**src/rtl/expr_pkg.sv**
```systemverilog
// Shared constants and FSM state encoding for the expression character stream.
package expr_pkg;
  localparam logic [7:0] CH_0   = 8'd48;
  localparam logic [7:0] CH_ADD = 8'd43;
  localparam logic [7:0] CH_MUL = 8'd42;

  localparam logic OP_ADD = 1'b0;
  localparam logic OP_MUL = 1'b1;

  typedef enum logic [1:0] {
    S_IDLE,
    S_DIGIT,
    S_OP,
    S_DONE
  } state_e;

  function automatic logic [7:0] op_char(input logic op);
    return (op == OP_MUL) ? CH_MUL : CH_ADD;
  endfunction
endpackage

```
**src/rtl/expr_eval.sv**
```systemverilog
// Sum-of-products accumulator: '*' binds tighter than '+', evaluated left to right
// one accepted beat at a time.
module expr_eval #(
  parameter int RES_W = 32
) (
  input  logic             clk,
  input  logic             clr_n,
  input  logic             clear,
  input  logic             beat,
  input  logic             is_digit,
  input  logic             is_last,
  input  logic             add_op,
  input  logic [3:0]       digit,
  output logic [RES_W-1:0] result
);
  logic [RES_W-1:0] sum_q, prod_q, result_q;
  logic [RES_W-1:0] prod_mul;

  // prod restarts at 1 so the digit after a '+' simply becomes the new product
  assign prod_mul = prod_q * RES_W'(digit);
  assign result   = result_q;

  always_ff @(posedge clk or negedge clr_n) begin
    if (!clr_n) begin
      sum_q    <= '0;
      prod_q   <= RES_W'(1);
      result_q <= '0;
    end else if (clear) begin
      sum_q  <= '0;
      prod_q <= RES_W'(1);
    end else if (beat) begin
      if (is_digit) begin
        prod_q <= prod_mul;
        if (is_last) result_q <= sum_q + prod_mul;
      end else if (add_op) begin
        sum_q  <= sum_q + prod_q;
        prod_q <= RES_W'(1);
      end
    end
  end
endmodule

```
**src/rtl/expr_char_gen.sv**
```systemverilog
// Serialises a packed single-digit expression as ASCII bytes on a valid/ready link.
// Define EVAL_EN to also evaluate the expression into result.
module expr_char_gen
  import expr_pkg::*;
#(
  parameter int MAX_TERMS = 8,
  parameter int RES_W     = 32
) (
  input  logic                   clk,
  input  logic                   clr_n,
  input  logic                   start,
  input  logic [3:0]             num_terms,
  input  logic [4*MAX_TERMS-1:0] digits,
  input  logic [MAX_TERMS-2:0]   ops,
  output logic [7:0]             out,
  output logic                   out_valid,
  input  logic                   out_ready,
  output logic                   out_last,
  output logic                   busy,
  output logic                   done,
  output logic                   err,
  output logic [RES_W-1:0]       result
);
  localparam logic [3:0] MAX_N = 4'(MAX_TERMS);

  state_e           state_q, state_d;
  logic [3:0]       idx_q, idx_d, n_q, n_d;
  logic [15:0][3:0] dig_q, dig_d, dig_in;
  logic [15:0]      ops_q, ops_d, ops_in;
  logic [15:0]      bad_digit;
  logic             err_q, err_d;
  logic             start_ok, last_digit, hs;
  logic [3:0]       cur_digit;
  logic             cur_op;

  // Capture buses are widened to 16 entries so a 4-bit index never runs off the end
  generate
    for (genvar gi = 0; gi < 16; gi++) begin : g_in
      if (gi < MAX_TERMS) begin : g_dig
        assign dig_in[gi]    = digits[4*gi +: 4];
        assign bad_digit[gi] = (4'(gi) < num_terms) && (dig_in[gi] > 4'd9);
      end else begin : g_dig_pad
        assign dig_in[gi]    = 4'd0;
        assign bad_digit[gi] = 1'b0;
      end
      if (gi < MAX_TERMS - 1) begin : g_op
        assign ops_in[gi] = ops[gi];
      end else begin : g_op_pad
        assign ops_in[gi] = 1'b0;
      end
    end
  endgenerate

  assign start_ok   = (num_terms != 4'd0) && (num_terms <= MAX_N) && !(|bad_digit);
  assign last_digit = (idx_q == n_q - 4'd1);
  assign cur_digit  = dig_q[idx_q];
  assign cur_op     = ops_q[idx_q];
  assign hs         = out_valid && out_ready;

  always_ff @(posedge clk or negedge clr_n) begin
    if (!clr_n) begin
      state_q <= S_IDLE;
      idx_q   <= '0;
      n_q     <= '0;
      dig_q   <= '0;
      ops_q   <= '0;
      err_q   <= 1'b0;
    end else begin
      state_q <= state_d;
      idx_q   <= idx_d;
      n_q     <= n_d;
      dig_q   <= dig_d;
      ops_q   <= ops_d;
      err_q   <= err_d;
    end
  end

  always_comb begin
    state_d = state_q;
    idx_d   = idx_q;
    n_d     = n_q;
    dig_d   = dig_q;
    ops_d   = ops_q;
    err_d   = 1'b0;
    unique case (state_q)
      S_IDLE: begin
        if (start) begin
          if (start_ok) begin
            n_d     = num_terms;
            dig_d   = dig_in;
            ops_d   = ops_in;
            idx_d   = '0;
            state_d = S_DIGIT;
          end else begin
            err_d = 1'b1;
          end
        end
      end
      S_DIGIT: if (hs) state_d = last_digit ? S_DONE : S_OP;
      S_OP: begin
        if (hs) begin
          state_d = S_DIGIT;
          idx_d   = idx_q + 4'd1;
        end
      end
      S_DONE:  state_d = S_IDLE;
      default: state_d = S_IDLE;
    endcase
  end

  // Outputs decode straight from registered state, so they hold through stalls
  always_comb begin
    out       = 8'd0;
    out_valid = 1'b0;
    out_last  = 1'b0;
    unique case (state_q)
      S_DIGIT: begin
        out       = CH_0 + {4'd0, cur_digit};
        out_valid = 1'b1;
        out_last  = last_digit;
      end
      S_OP: begin
        out       = op_char(cur_op);
        out_valid = 1'b1;
      end
      default: ;
    endcase
  end

  assign busy = (state_q != S_IDLE);
  assign done = (state_q == S_DONE);
  assign err  = err_q;

`ifdef EVAL_EN
  logic eval_clear, eval_add;
  assign eval_clear = (state_q == S_IDLE) && start && start_ok;
  assign eval_add   = (state_q == S_OP) && (cur_op == OP_ADD);

  expr_eval #(.RES_W(RES_W)) u_eval (
    .clk     (clk),
    .clr_n   (clr_n),
    .clear   (eval_clear),
    .beat    (hs),
    .is_digit(state_q == S_DIGIT),
    .is_last (last_digit),
    .add_op  (eval_add),
    .digit   (cur_digit),
    .result  (result)
  );
`else
  assign result = '0;
`endif
endmodule
```
**config.mk**
```make
export PLATFORM = sky130hd
export DESIGN_NAME = expr_char_gen
export DESIGN_NICKNAME = d
export VERILOG_FILES = /design/src/rtl/expr_pkg.sv /design/src/rtl/expr_eval.sv /design/src/rtl/expr_char_gen.sv
export SDC_FILE = /design/constraint.sdc
export NUM_CORES = 1
export LEC_CHECK = 0
export ABC_AREA = 1
export CAP_MARGIN = 20
export CORE_MARGIN = 2
export CORE_UTILIZATION = 37
export DETAILED_ROUTE_END_ITERATION = 16
export PLACE_DENSITY_LB_ADDON = 0.12
export SETUP_SLACK_MARGIN = 0.5
export SYNTH_ARGS = -nofsm -noshare
export SYNTH_HDL_FRONTEND = slang
export SYNTH_SLANG_ARGS = --single-unit
```
**constraint.sdc**
```tcl
create_clock -name clk -period 1.6 [get_ports clk]
set_input_delay 0.16 -clock clk [delete_from_list [all_inputs] [get_ports clk]]
set_output_delay 0.16 -clock clk [all_outputs]
set_load 0.02 [all_outputs]
```
Word level (Yosys, flattened, before mapping)
Cells that the tools add are included.
{"block": "totals", "ff_bits": 50, "mem_bits_rw": 0, "wordCells": 84, "romBits": 0, "output_inout_bits": 45, "latchBits": 0, "memories": 0, "in_bits": 47}
{"block": "op_classes", "eq_ne": 8, "add_sub_neg": 3, "div_mod_pow": 0, "n_lt_le_gt_ge": 18, "multipliers": 0, "n_reduce_logical": 21, "shifts": 0, "bitwise": 0, "n_mux": 21}
{"operator": "$gt A4 B4 Y1 const B", "n": 8}
{"operator": "$bmux W4 S4", "n": 1}
{"operator": "$lt A3 B4 Y1 const A", "n": 4}
{"operator": "$mux W4", "n": 4}
{"operator": "$pmux W8 S2", "n": 1}
{"operator": "$logic_and A1 B1 Y1", "n": 11}
{"operator": "$lt A1 B4 Y1 const A", "n": 2}
{"operator": "$lt A2 B4 Y1 const A", "n": 2}
{"operator": "$mux W1", "n": 8}
{"operator": "$mux W2", "n": 4}
{"operator": "$ne A2 B2 Y1 const B", "n": 4}
{"operator": "$pmux W2 S4", "n": 1}
{"operator": "$pmux W4 S2", "n": 1}
{"operator": "$reduce_and A4 Y1", "n": 2}
{"operator": "$reduce_or A8 Y1", "n": 1}
{"operator": "$add A6 B4 Y7 const A", "n": 1}
{"operator": "$lt A4 B5 Y1 const B", "n": 1}
{"operator": "$add A4 B1 Y4 const B", "n": 1}
{"operator": "$bmux W1 S4", "n": 1}
{"operator": "$eq A2 B2 Y1 const B", "n": 2}
{"operator": "$eq A4 B4 Y1", "n": 1}
{"operator": "$le A4 B4 Y1 const B", "n": 1}
{"operator": "$reduce_bool A2 Y1", "n": 2}
{"operator": "$reduce_bool A4 Y1", "n": 1}
{"operator": "other kinds (6)", "n": 6}

Depth between registers and ports, before layout
Gate-level depths: netlist of run 1.
{"block": "logic_depth", "word_depth": 8, "mapped_depth": 12, "depth_no_buf": 12}

Least setup slack after synthesis of run 1
Ideal clock, no wire load.
{"block": "synth_path", "path_type": "register to register", "startpoint": "reg state_q[0]", "endpoint": "reg idx_q[2]", "stages_incl_launch_ff": 8, "period_less_slack_ns": 1.727, "setup_slack_ns": -0.127, "arrival_ns": 1.609, "required_time_ns": 1.482, "cell_sequence": "dfrtp_1 > inv_1 > ha_1 > nand2_1 > o21ai_0 > nand3_1 > nand2_1 > nand2_1"}
{"block": "synth_via", "elab_chain_cells": 6, "word_cells_on_any_way": 12, "cone_classes": "eq/ne (5); mux (2); reduce/logical (5)"}
{"element": "from (decl)", "line": "expr_char_gen.sv:26", "rtl": "state_e state_q, state_d;"}
{"element": "from (signal assigned)", "line": "expr_char_gen.sv:69", "rtl": "state_q <= state_d;"}
{"element": "$eq A2 B2 Y1 or $eq A2 B1 Y1 (tied branches)", "line": "expr_char_gen.sv:116", "rtl": "unique case (state_q)"}
{"element": "$reduce_or A2 Y1 (no source line) (*)"}
{"element": "$mux W1 (*)", "line": "expr_char_gen.sv:116"}
{"element": "net out_valid", "line": "expr_char_gen.sv:16", "rtl": "output logic out_valid,"}
{"element": "$logic_and A1 B1 Y1 (*)", "line": "expr_char_gen.sv:58", "rtl": "assign hs = out_valid && out_ready;"}
{"element": "$ne A2 B2 Y1 (no source line) (*)"}
{"element": "$reduce_and A4 Y1 (no source line) (*)"}
{"element": "to (signal assigned)", "line": "expr_char_gen.sv:70", "rtl": "idx_q <= idx_d;"}
{"element": "to (decl)", "line": "expr_char_gen.sv:27", "rtl": "logic [3:0] idx_q, idx_d, n_q, n_d;"}
The timed path passes the listed nets; every way through them passes the cells marked *.
A chain may end at the register's enable or synchronous reset.

Worst setup path in the final report of run 1
{"block": "layout_path", "startpoint": "reg idx_q[1]", "endpoint": "out out[2]"}
{"block": "layout_via", "elab_chain_cells": 4}
{"element": "$bmux W4 S4", "line": "expr_char_gen.sv:56", "rtl": "assign cur_digit = dig_q[idx_q];"}
{"element": "$mux W4 (implied by the code)", "line": "expr_char_gen.sv:56"}
{"element": "$add A6 B4 Y7", "line": "expr_char_gen.sv:118", "rtl": "out = CH_0 + {4'd0, cur_digit};"}
{"element": "$pmux W8 S2", "line": "expr_char_gen.sv:116"}
{"element": "to (decl)", "line": "expr_char_gen.sv:15", "rtl": "output logic [7:0] out,"}
No other way between the ends. The select of a mux whose other input is x is not followed.

==> results.rst, run 1 <==
.. list-table::
   :header-rows: 1

   * - Metric
     - Value
   * - Commonest non-fill, non-tap cell in the layout
     - sky130_fd_sc_hd__buf_4
   * - Standby leakage power
     - 2.81 nW
   * - Prevailing post-synth register cell
     - sky130_fd_sc_hd__dfrtp_1
   * - Sw power
     - 3.72 mW
   * - Worst min-delay path class
     - input port to register
   * - Layout area overhead
     - 86.1%
   * - Max-cap violations
     - 0
   * - Clock tree from TritonCTS
     - done
   * - Average instance area after synthesis
     - 7.20 sq um
   * - Total CTS buffers
     - 5
   * - Clock power share
     - 10.4%
   * - Yosys cell types
     - 27
   * - Count of placed standard cells in the final layout, fillers left out
     - 716
   * - Setup-violating endpoint count in the final report
     - 12
   * - Half-perimeter wire length after placement
     - 6430 um
   * - First-pass GRT wire length
     - 17200 um
   * - Worst-path fanout max
     - 8
   * - DRC marker count from the first detailed-route iteration
     - 179
   * - Die height
     - 95.8 um
   * - Arrival time of data at the critical path endpoint
     - 1.81 ns
   * - RSZ-0062 raised after global routing
     - yes
   * - Routed wirelength normalized by instance count
     - 15.5 um
   * - Element type at the critical path start
     - register
   * - Ports placed on the boundary
     - 92
   * - Maximum number of pins on one net before global-route repair
     - 21
   * - Post-CTS clock slew at the launch and capture registers of the worst setup and hold paths
     - 0.10 ns
   * - Vias/cell
     - 4.87
   * - Least setup slack across all paths after layout
     - -0.371 ns
   * - Total number of clock tree sinks
     - 50
   * - Detail Route Antenna Nets
     - 0
   * - Die area
     - 9180 sq um
   * - Initial antenna violation count
     - 0
   * - Worst Path Class, Setup
     - register to primary output
   * - Largest cells by area after synthesis
     - sky130_fd_sc_hd__dfrtp_1 40%, sky130_fd_sc_hd__nand2_1 15%, sky130_fd_sc_hd__buf_4 8.7%, sky130_fd_sc_hd__nand3_1 7.7%, sky130_fd_sc_hd__nor2_1 5.3%
   * - Hold path depth
     - 3
   * - CP max stage cell
     - sky130_fd_sc_hd__dfrtp_2
   * - Register bit count reported by yosys
     - 50
   * - Shortest clock period the worst path allows after layout
     - 1.97 ns
   * - Number of detailed-routing iterations run before antenna repair
     - 6
   * - # nets final
     - 663
   * - Clock H-tree levels
     - 2
   * - Slowest Stage Delay on Critical Path
     - 0.48 ns
   * - PnR Total Power
     - 8.68 mW
   * - Tcrit/Tclk final
     - 123%
   * - Vias post-DR
     - 3490
   * - Share of post-route cells with drive strength above 1
     - 49.8%
   * - Gr ovfl total
     - 0
   * - Die Width
     - 95.8 um
   * - Total standard cell area after synthesis
     - 3120 sq um
   * - Buffer levels on the longest clock path
     - 2
   * - Async set-reset flop share out of synthesis
     - 100%
   * - Kind of end point of the critical path
     - primary output
   * - Achievable clock frequency
     - 507 MHz
   * - Area leader, netlist
     - sky130_fd_sc_hd__dfrtp_1
   * - Number of max-slew violations in the final report
     - 0
   * - Post-route standard cell area excluding fillers
     - 5800 sq um
   * - Violations in the final reports
     - negative setup slack
   * - Commonest cells after routing, fill and taps aside
     - 92 x sky130_fd_sc_hd__buf_4, 74 x sky130_fd_sc_hd__nand2_1, 48 x sky130_fd_sc_hd__dfrtp_1
   * - Number of warnings reported in the yosys synthesis log
     - 0
   * - Power density normalized to cell area
     - 1500 nW/um^2
   * - Sequential cell area fraction in the yosys report
     - 40.1%
   * - Clock latency of the later-clocked register in the worst-skew pair
     - 0.30 ns
   * - Combinational group share of total power
     - 62.3%
   * - Starting utilization of the core area
     - 38.2%
   * - Area fraction of the dominant cell type after synthesis
     - 40.1%
   * - Number of synthesized flops with an enable pin
     - 0
   * - Switching Share
     - 42.9%
   * - Worst clock skew on the final layout
     - 0.00375 ns
   * - Worst R2R Path Depth
     - 10
   * - Via count of the first global-routing pass
     - 3467
   * - Cell chain of the critical path
     - inv_1 > o21ai_1 > o221ai_1 > nand3_1 > nor2_4 > buf_6
   * - Number of input and output port buffers inserted
     - 57
   * - Placed instance count
     - 630
   * - Root Driver
     - sky130_fd_sc_hd__clkbuf_8
   * - Number of standard cells after synthesis
     - 433
   * - DR DRC count
     - 0
   * - Dpl ws
     - -0.445 ns
   * - Final core area utilization
     - 71.0%
   * - Placeable core area
     - 8180 sq um
   * - Required time of the critical path
     - 1.44 ns
   * - Final hold vios
     - 0
   * - Worst ir drop on vdd
     - 0.687 mV
   * - Post-placement cell area
     - 4170 sq um
   * - Sum of routed wire length over all layers
     - 11100 um
   * - Placement row count
     - 33
   * - GRT Resource Usage Total
     - 24.4%
   * - Total negative setup slack
     - -1.94 ns
   * - Result of the run
     - complete, but fails checks
   * - Final estimated routing congestion in global placement
     - 0.858
   * - Min Hold Slack
     - 0.237 ns
   * - Part of the power in registers
     - 27.3%
   * - Cell Int Power
     - 4.96 mW
   * - Diode count
     - 0
==> cell families after synthesis <==
kind of cell               after synthesis  synth area share [%]
and+or+nand+nor                        232                  30.9
buffers and inverters                   93                  17.0
DFF                                     50                  40.1
AOI/OAI and AO/OA                       48                  8.66
adders and majority gates                6                  2.41
xor gates and xnor gates                 3                 0.843
other                                    1                 0.120
==> state kept, by name (all words and copies together) (netlist names) <==
signal,count
dig_q,32
ops_q,7
idx_q,4
n_q,4
state_q,2
err,1
==> routing by layer <==
metal	vias up	part of all wire (%)	track usage (%)
li1	1673	-	-
met1	1664	43	33.2
met2	128	50	40.4
met3	25	4.6	3.45
met4	0	2.6	7.50
met5	-	0	0
==> cell type report <==
cell class | count | area [sq um]
fill | 588 | 2370
timing repair buffer | 191 | 1940
clock inverter | 3 | 45.0
timing repair inverter | 1 | 11.3
clock buffer | 5 | 68.8
inverter | 38 | 170
multi-input combinational | 323 | 2180
sequential | 50 | 1250
tap | 105 | 131
==> final timing paths <==
| check | from | endpoint | slack [ns] |
|---|---|---|---|
| worst max-delay path | idx_q[1]$_DFFE_PN0P_ | out[2] | -0.37 |
| worst min-delay path | digits[5] | dig_q[5]$_DFFE_PN0P_ | 0.24 |
| worst max register to register | state_q[1]$_DFFE_PN0P_ | idx_q[0]$_DFFE_PN0P_ | -0.08 |
| worst min register to register | ops_q[1]$_DFFE_PN0P_ | ops_q[1]$_DFFE_PN0P_ | 0.49 |
| max in group asynchronous | clr_n | dig_q[12]$_DFFE_PN0P_ | 0.81 |
| min in group asynchronous | clr_n | n_q[2]$_DFFE_PN0P_ | 0.30 |
==> repair_timing <==
| action | CTS | global route |
|---|---|---|
| endpoints found under the setup margin | 61 | 61 |
| hold buffers | 1 | 0 |
| hold endpoints to repair | 12 | 0 |
| pin swaps | 94 | 43 |
| resized for setup | 224 | 76 |
| buffers inserted | 60 | 7 |
| cloned | 10 | 0 |
==> critical path, delay by kind of cell, from the launching register on <==
kind	cells	cell delay, ns
buf+inv	2	0.34
simple gates	2	0.32
flops	1	0.48
compound gates	2	0.37
==> synthesized netlist by cell type, types with 2 or more instances <==
cell / count
sky130_fd_sc_hd__nor2_1: 44
sky130_fd_sc_hd__nand2_1: 128
sky130_fd_sc_hd__ha_1: 6
sky130_fd_sc_hd__nand4_1: 7
sky130_fd_sc_hd__o221ai_1: 3
sky130_fd_sc_hd__buf_6: 5
sky130_fd_sc_hd__o21ai_1: 7
sky130_fd_sc_hd__clkbuf_1: 7
sky130_fd_sc_hd__inv_2: 2
sky130_fd_sc_hd__o211ai_1: 2
sky130_fd_sc_hd__a21oi_1: 6
sky130_fd_sc_hd__o21ai_2: 3
sky130_fd_sc_hd__o22ai_1: 2
sky130_fd_sc_hd__inv_1: 35
sky130_fd_sc_hd__nand3_1: 48
sky130_fd_sc_hd__o21ai_0: 25
sky130_fd_sc_hd__or2_2: 2
sky130_fd_sc_hd__buf_4: 36
sky130_fd_sc_hd__buf_2: 6
sky130_fd_sc_hd__dfrtp_1: 50
sky130_fd_sc_hd__xnor2_1: 3
==> power by group through the flow <==
stage               registers (mW)  logic (mW)  clock network (mW)
floorplan                     2.06        2.49                   0
finish                        2.37        5.40               0.904
CTS                           2.27        4.74               0.913
global route                  2.42        5.82               0.966
detailed placement            2.20        3.50                   0
global placement              2.20        3.40                   0
No activity file was read; power rests on OpenSTA's default activity.
==> run 2, diff against run 1 <==
--- a/config.mk
+++ b/config.mk
@@ -14,4 +14,5 @@
 export SETUP_SLACK_MARGIN = 0.5
 export SYNTH_ARGS = -nofsm -noshare
 export SYNTH_HDL_FRONTEND = slang
+export SYNTH_HIERARCHICAL = 1
 export SYNTH_SLANG_ARGS = --single-unit
==> results of run 2 <==
Final layout, timing and power as in run 1 (identical DEF).
Main changes from that run: Yosys warning count 0 -> 6
